[src/rtl/alu_seq_if.sv]
// Bus bundle between the alu_seq micro-sequencer and its environment:
// program load, run control, operand RAM side and modular ALU side.
interface alu_seq_if #(
    parameter int WID   = 256,
    parameter int AWID  = 5,
    parameter int PAWID = 4
);
    localparam int IW = 3 + 3 * AWID;

    logic             pwe;
    logic [PAWID-1:0] pwa;
    logic [IW-1:0]    pwd;
    logic             start;
    logic [PAWID-1:0] entry;
    logic             abort;
    logic             busy;
    logic             done;
    logic             err;
    logic [AWID-1:0]  ramra;
    logic [WID-1:0]   ramwd;
    logic [AWID-1:0]  ramwa;
    logic             ramwe;
    logic             aen;
    logic [1:0]       aop;
    logic [WID-1:0]   adi;
    logic             adivld;

    modport master (
        output pwe, pwa, pwd, start, entry, abort, adi, adivld,
        input  busy, done, err, ramra, ramwd, ramwa, ramwe, aen, aop
    );

    modport slave (
        input  pwe, pwa, pwd, start, entry, abort, adi, adivld,
        output busy, done, err, ramra, ramwd, ramwa, ramwe, aen, aop
    );
endinterface

[src/rtl/alu_seq.sv]
// Programmable three-address micro-sequencer: dst = op(srcA, srcB) steps read
// from a loadable program memory, driving the operand RAM and modular ALU.
module alu_seq #(
    parameter int WID       = 256,
    parameter int AWID      = 5,
    parameter int PAWID     = 4,
    parameter int TMO       = 4095,
    parameter int ZR_ADDR   = 18,
    parameter int BLNK_ADDR = 31
) (
    input  logic      clk,
    input  logic      rst,
    alu_seq_if.slave  bus
);
    localparam int IW   = 3 + 3 * AWID;
    localparam int PDEP = 2 ** PAWID;

    typedef enum logic [2:0] {
        S_IDLE,
        S_FETCH,
        S_LDA,
        S_LDB,
        S_WAIT
    } state_t;

    state_t r_state;
    state_t w_next;

    logic [IW-1:0]    r_pmem [PDEP];
    logic [IW-1:0]    r_instr;
    logic [PAWID-1:0] r_pc;
    logic [15:0]      r_cnt;
    logic             r_busy;
    logic             r_done;
    logic             r_err;
    logic [AWID-1:0]  r_ramra;
    logic [WID-1:0]   r_ramwd;
    logic [AWID-1:0]  r_ramwa;
    logic             r_ramwe;
    logic             r_aen;
    logic [1:0]       r_aop;

    logic [AWID-1:0]  w_srca;
    logic [AWID-1:0]  w_srcb;
    logic [AWID-1:0]  w_dst;
    logic [1:0]       w_op;
    logic             w_last;
    logic             w_wr;
    logic             w_tmo;
    logic             w_go;

    assign w_srca = r_instr[AWID-1:0];
    assign w_srcb = r_instr[2*AWID-1:AWID];
    assign w_dst  = r_instr[3*AWID-1:2*AWID];
    assign w_op   = r_instr[3*AWID+1:3*AWID];
    assign w_last = r_instr[3*AWID+2];

    assign w_go  = (r_state == S_IDLE) && bus.start && !bus.abort;
    // Abort outranks both a returning result and an expiring watchdog.
    assign w_wr  = (r_state == S_WAIT) && bus.adivld && !bus.abort;
    assign w_tmo = (r_state == S_WAIT) && !bus.adivld && !bus.abort &&
                   (r_cnt == 16'(TMO - 1));

    always_ff @(posedge clk) begin
        if (rst) r_state <= S_IDLE;
        else     r_state <= w_next;
    end

    always_comb begin
        w_next = r_state;
        case (r_state)
            S_IDLE:  if (w_go) w_next = S_FETCH;
            S_FETCH: w_next = bus.abort ? S_IDLE : S_LDA;
            S_LDA:   w_next = bus.abort ? S_IDLE : S_LDB;
            S_LDB:   w_next = bus.abort ? S_IDLE : S_WAIT;
            S_WAIT: begin
                if (bus.abort)       w_next = S_IDLE;
                else if (bus.adivld) w_next = w_last ? S_IDLE : S_FETCH;
                else if (w_tmo)      w_next = S_IDLE;
            end
            default: w_next = S_IDLE;
        endcase
    end

    // Program store is deliberately left out of reset.
    always_ff @(posedge clk) begin
        if (bus.pwe && (r_state == S_IDLE))
            r_pmem[bus.pwa] <= bus.pwd;
        if (r_state == S_FETCH)
            r_instr <= r_pmem[r_pc];
    end

    always_ff @(posedge clk) begin
        if (rst) begin
            r_pc    <= '0;
            r_cnt   <= '0;
            r_busy  <= 1'b0;
            r_done  <= 1'b0;
            r_err   <= 1'b0;
            r_ramra <= AWID'(ZR_ADDR);
            r_ramwd <= '0;
            r_ramwa <= AWID'(BLNK_ADDR);
            r_ramwe <= 1'b0;
            r_aen   <= 1'b0;
            r_aop   <= 2'b00;
        end else begin
            r_busy  <= (w_next != S_IDLE);
            r_done  <= (w_wr && w_last) || w_tmo;
            r_err   <= w_tmo;
            r_ramwe <= w_wr;
            r_ramwa <= w_wr ? w_dst : AWID'(BLNK_ADDR);
            if (w_wr)
                r_ramwd <= bus.adi;

            if (w_go)
                r_pc <= bus.entry;
            else if (w_wr && !w_last)
                r_pc <= r_pc + PAWID'(1);

            // Operand addresses and the ALU start are staged one cycle ahead
            // so they are visible in LDB / first WAIT cycle respectively.
            r_ramra <= AWID'(ZR_ADDR);
            r_aen   <= 1'b0;
            if ((r_state == S_LDA) && (w_next == S_LDB)) begin
                r_ramra <= w_srca;
                r_aen   <= 1'b1;
                r_aop   <= w_op;
            end else if ((r_state == S_LDB) && (w_next == S_WAIT)) begin
                r_ramra <= (w_op == 2'b10) ? w_srca : w_srcb;
            end

            if (r_state == S_LDB)
                r_cnt <= '0;
            else if (r_state == S_WAIT)
                r_cnt <= r_cnt + 16'd1;
        end
    end

    assign bus.busy  = r_busy;
    assign bus.done  = r_done;
    assign bus.err   = r_err;
    assign bus.ramra = r_ramra;
    assign bus.ramwd = r_ramwd;
    assign bus.ramwa = r_ramwa;
    assign bus.ramwe = r_ramwe;
    assign bus.aen   = r_aen;
    assign bus.aop   = r_aop;
endmodule

[src/flat_wrapper.sv]
// flat-port wrapper written by rule: the top's interface ports become plain ports
module alu_seq_flat 
#(
    parameter int WID       = 256,
    parameter int AWID      = 5,
    parameter int PAWID     = 4,
    parameter int TMO       = 4095,
    parameter int ZR_ADDR   = 18,
    parameter int BLNK_ADDR = 31
)
  (clk, rst, bus_pwe, bus_pwa, bus_pwd, bus_start, bus_entry, bus_abort, bus_adi, bus_adivld, bus_busy, bus_done, bus_err, bus_ramra, bus_ramwd, bus_ramwa, bus_ramwe, bus_aen, bus_aop);
  alu_seq_if #(.WID(WID), .AWID(AWID), .PAWID(PAWID)) bus_i ();
  input  logic clk;
  input  logic rst;
  input wire logic [$bits(bus_i.pwe)-1:0] bus_pwe;
  input wire logic [$bits(bus_i.pwa)-1:0] bus_pwa;
  input wire logic [$bits(bus_i.pwd)-1:0] bus_pwd;
  input wire logic [$bits(bus_i.start)-1:0] bus_start;
  input wire logic [$bits(bus_i.entry)-1:0] bus_entry;
  input wire logic [$bits(bus_i.abort)-1:0] bus_abort;
  input wire logic [$bits(bus_i.adi)-1:0] bus_adi;
  input wire logic [$bits(bus_i.adivld)-1:0] bus_adivld;
  output wire logic [$bits(bus_i.busy)-1:0] bus_busy;
  output wire logic [$bits(bus_i.done)-1:0] bus_done;
  output wire logic [$bits(bus_i.err)-1:0] bus_err;
  output wire logic [$bits(bus_i.ramra)-1:0] bus_ramra;
  output wire logic [$bits(bus_i.ramwd)-1:0] bus_ramwd;
  output wire logic [$bits(bus_i.ramwa)-1:0] bus_ramwa;
  output wire logic [$bits(bus_i.ramwe)-1:0] bus_ramwe;
  output wire logic [$bits(bus_i.aen)-1:0] bus_aen;
  output wire logic [$bits(bus_i.aop)-1:0] bus_aop;
  assign bus_i.pwe = bus_pwe;
  assign bus_i.pwa = bus_pwa;
  assign bus_i.pwd = bus_pwd;
  assign bus_i.start = bus_start;
  assign bus_i.entry = bus_entry;
  assign bus_i.abort = bus_abort;
  assign bus_i.adi = bus_adi;
  assign bus_i.adivld = bus_adivld;
  assign bus_busy = bus_i.busy;
  assign bus_done = bus_i.done;
  assign bus_err = bus_i.err;
  assign bus_ramra = bus_i.ramra;
  assign bus_ramwd = bus_i.ramwd;
  assign bus_ramwa = bus_i.ramwa;
  assign bus_ramwe = bus_i.ramwe;
  assign bus_aen = bus_i.aen;
  assign bus_aop = bus_i.aop;
  alu_seq #(.WID(WID), .AWID(AWID), .PAWID(PAWID), .TMO(TMO), .ZR_ADDR(ZR_ADDR), .BLNK_ADDR(BLNK_ADDR)) u_core (.clk(clk), .rst(rst), .bus(bus_i));
endmodule
[config.mk]
export PLATFORM = sky130hd
export DESIGN_NAME = alu_seq_flat
export DESIGN_NICKNAME = d
export VERILOG_FILES = /design/src/rtl/alu_seq_if.sv /design/src/rtl/alu_seq.sv /design/src/flat_wrapper.sv
export SDC_FILE = /design/constraint.sdc
export NUM_CORES = 1
export LEC_CHECK = 0
export ABC_AREA = 1
export BUFFER_PORTS_ARGS = -buffer_cell sky130_fd_sc_hd__buf_2
export CAP_MARGIN = 25
export CORE_MARGIN = 2
export CORE_UTILIZATION = 45
export DETAILED_ROUTE_END_ITERATION = 7
export GPL_ROUTABILITY_DRIVEN = 0
export PLACE_DENSITY = 0.69
export SYNTH_ARGS = -nofsm -noshare
export SYNTH_HDL_FRONTEND = slang
export SYNTH_SLANG_ARGS = --single-unit
[constraint.sdc]
create_clock -name clk -period 2.4 [get_ports clk]
set_input_delay 0.48 -clock clk [delete_from_list [all_inputs] [get_ports clk]]
set_output_delay 0.48 -clock clk [all_outputs]
set_load 0.02 [all_outputs]
==> impl_metrics.env <==
export IMPL_regToRegStartpoint="u_core.r_state[1]$_SDFF_PP0_"
export IMPL_dieHeight_um=227.2
export IMPL_end_kind="flip-flop"
export IMPL_synth_enable_flop_cells=306
export IMPL_synthesis_area_um2=22420
export IMPL_critical_path_buf_inv_count=2
export IMPL_overall_die_area_um2=51620
export IMPL_setup_repair_after_global_routing_missed_its_margin="false"
export IMPL_num_vias=18855
export IMPL_drt_drc_violations_left=0
export IMPL_maxCapViolCount=0
export IMPL_period_minus_slack_ns=2.057
export IMPL_worst_hold_path_num_cells=3
export IMPL_vdd_ir_drop_max_uv=700.4
export IMPL_timing_rr_end="u_core.bus.ramwd[66]$_SDFFE_PP0P_"
export IMPL_timing_critical_path_max_delay_family="simple AND/OR/NAND/NOR gates"
export IMPL_final_layout_size_suffix_gt1_share_pct=25.52
export IMPL_vias_per_cell=5.361
export IMPL_ff2ff_path_depth=7
export IMPL_place_hpwl_um=52130
export IMPL_timing_worst_slew_pin_value_ns=0.8963
export IMPL_clk_path_buf_depth=3
export IMPL_yosys_warnings=0
export IMPL_crit_path_cell_trace="nor2_2, nand2_2, inv_1, nand3_4, buf_12, nand2_1, a21oi_1"
export IMPL_critical_path_startpoint_type="flip-flop"
export IMPL_worst_path_max_fanout=82
export IMPL_setup_reg_to_reg_worst_slack_ns=0.34
export IMPL_clock_sink_count=602
export IMPL_synth_cell_type_count=30
export IMPL_yosysSeqAreaShare_pct=67.43
export IMPL_hp_class="in -> reg"
export IMPL_synthesis_instances=2255
export IMPL_core_footprint_um2=49050
export IMPL_mean_cell_area_of_the_mapped_netlist_um2=9.941
export IMPL_final_design_area_no_fill_um2=28270
export IMPL_1st_iter_drt_viols=2145
export IMPL_clock_insertion_delay_worst_skew_ns=0.62
export IMPL_h_tree_lvls=2
export IMPL_cts_hold_buffers_added=0
export IMPL_synth_nets=2546
export IMPL_finish_net_count=3083
export IMPL_fill_cells=4178
export IMPL_setup_violations_final=0
export IMPL_grt_pass1_vias=17264
export IMPL_firstDrtPassIters=6
export IMPL_placementRows=81
export IMPL_worstPathArrival_ns=2.51
export IMPL_crit_required_ns=2.86
export IMPL_postRouteAntennaNets=0
export IMPL_min_delay_worst_endpoint="u_core.bus.ramwd[60]$_SDFFE_PP0P_"
export IMPL_maximum_number_of_pins_on_one_net_before_global_route_repair=180
export IMPL_critical_path_startpoint="u_core.r_state[1]$_SDFF_PP0_"
export IMPL_hold_viol_final=0
export IMPL_max_slew_margin_rel_pct=40.25
export IMPL_detail_route_wl_per_cell_um=21.66
export IMPL_cts_root_buf="sky130_fd_sc_hd__clkbuf_16"
export IMPL_placed_cell_area_um2=26170
export IMPL_drt_total_wl_um=76170
export IMPL_ys_async_sr_fraction_pct=0
export IMPL_cts_setup_buffers=0
export IMPL_grt_pass1_wl_um=108000
export IMPL_hp_start="bus_adi[60]"
export IMPL_layout_commonest_cell="sky130_fd_sc_hd__nand2_1"
export IMPL_worst_path_max_delay_cell="sky130_fd_sc_hd__nand3_4"
export IMPL_clock_buffers_created_by_tritoncts=61
export IMPL_cellPowerDensity_nw_per_um2=774.0
export IMPL_antenna_found_initial=14
export IMPL_grt_util_all_layers_pct=28.12
export IMPL_cts_resized=0
export IMPL_dominantRegCellSynth="sky130_fd_sc_hd__edfxtp_1"
export IMPL_layout_cells_most_common_list="sky130_fd_sc_hd__nand2_1 (597), sky130_fd_sc_hd__buf_2 (559), sky130_fd_sc_hd__edfxtp_1 (306)"
export IMPL_skew_ns=0.01929
export IMPL_critPathKind="reg -> reg"
export IMPL_setup_total_negative_slack_ns=0
export IMPL_floorplan_initialDensity_pct=45.70
export IMPL_areaGrowthSynthToFinish_pct=26.11
export IMPL_clk_transition_reported_paths_ns=0.06
export IMPL_yosys_register_bits=602
export IMPL_die_w_um=227.2
export IMPL_cts_tree="built"
export IMPL_achievable_frequency_mhz=486.3
export IMPL_final_min_period_over_clock_period_pct=85.69
export IMPL_critical_path_max_stage_delay_ns=0.36
export IMPL_top_level_ports=561
export IMPL_power_leakage_uw=0.01096
export IMPL_result_of_the_run="completed"
export IMPL_maxSlewViolCount=0
export IMPL_port_buffers=560
export IMPL_grt_remaining_overflow=0
## worst max-delay path by stage
stage / endpoint / slack, ns / cells past startpoint
6_report: u_core.bus.ramwd[66]$_SDFFE_PP0P_ / 0.34 / 7
3_3_place_gp: u_core.bus.ramwd[126]$_SDFFE_PP0P_ / 0.48 / 7
5_1_grt: u_core.bus.ramwd[156]$_SDFFE_PP0P_ / 0.21 / 7
2_1_floorplan: u_core.bus.busy$_SDFF_PP0_ / 0.20 / 6
3_5_place_dp: u_core.bus.ramwd[39]$_SDFFE_PP0P_ / 0.42 / 7
4_1_cts: u_core.bus.ramwd[44]$_SDFFE_PP0P_ / 0.39 / 7
## per-stage QoR
step	cells	util [%]	hold slack, ns	setup slack [ns]	total power (µW)
CTS	3509	57.59	0.07234	0.3913	21980
detailed placement	3393	53.35	0.4097	0.4158	12320
floorplan	2255	-	0.4004	0.1955	11690
global route	3512	57.61	0.08458	0.2132	22540
finish	3517	57.63	0.1014	0.3435	21880
global placement	3393	53.35	0.4110	0.4750	12300
## layout make-up
type	instances	area, µm²	area share, %
Clock inverter	39	357.8	1.266
Multi-Input combinational cell	1448	6474	22.90
Timing Repair Buffer	616	3507	12.41
Antenna cell	8	20.02	0.07082
Tap cell	664	830.8	2.939
Inverter	63	237.7	0.8409
Sequential cell	602	15120	53.48
Clock buffer	77	1723	6.095
## worst reg2reg max path: cells and delay by family, from the launching register on
kind	cells	cell delay [ns]
AOI/OAI and AO/OA	1	0.08
buffers and inverters	2	0.60
DFF	1	0.34
and+or+nand+nor	4	0.87
## synthesized netlist by cell type, types with 3 or more instances
library cell | n | area share [%]
sky130_fd_sc_hd__o211ai_1 | 72 | 2.4
sky130_fd_sc_hd__or2_1 | 5 | 0.14
sky130_fd_sc_hd__ha_1 | 3 | 0.17
sky130_fd_sc_hd__nand4_1 | 6 | 0.17
sky130_fd_sc_hd__nor3_1 | 11 | 0.25
sky130_fd_sc_hd__buf_1 | 8 | 0.13
sky130_fd_sc_hd__nor2_1 | 234 | 3.9
sky130_fd_sc_hd__a21oi_1 | 288 | 6.4
sky130_fd_sc_hd__nand2_1 | 597 | 10
sky130_fd_sc_hd__clkinv_1 | 4 | 0.067
sky130_fd_sc_hd__buf_2 | 58 | 1.3
sky130_fd_sc_hd__edfxtp_1 | 306 | 41
sky130_fd_sc_hd__o21ai_0 | 166 | 3.7
sky130_fd_sc_hd__clkbuf_1 | 75 | 1.3
sky130_fd_sc_hd__inv_1 | 58 | 0.97
sky130_fd_sc_hd__dfxtp_1 | 296 | 26
sky130_fd_sc_hd__nand3_1 | 55 | 1.2
## flip-flops by register name, summed over array words and instances, names as in the netlist, 2 cells and up
register	cells
u_core.bus.aop	2
u_core.r_instr	18
u_core.r_pmem	288
u_core.r_state	3
u_core.r_pc	4
u_core.bus.ramwa	5
u_core.bus.ramra	5
u_core.r_cnt	16
u_core.bus.ramwd	256
## kinds of logic (layout without fill, tap and decap cells)
group	Yosys count	in the layout	share of synthesized area, %
other	0	8	0
flip-flops	602	602	67.43
AND/OR/NAND/NOR	914	914	15.91
XOR/XNOR	2	2	0.07816
adder cells (fa/ha/maj)	3	3	0.1675
AO/OA/AOI/OAI	529	529	12.64
buffers and inverters	205	795	3.773
## routing by layer
metal  vias to the layer above  global-route usage, %  share of wire [%]  routed length, µm
met5                         -                  2.182               0.39                299
met3                       181                  10.09                 12               8855
li1                       8743                      -                  -                  -
met4                        22                  12.84                4.3               3304
met2                      1001                  40.76                 43              32900
met1                      8908                  37.57                 40              30810
## where the power goes
group	switching [µW]	total, µW	internal [µW]
logic	799	1200	399
registers	30.2	10900	10900
clock network	4040	9760	5720
No activity file was read; power rests on OpenSTA's default activity.
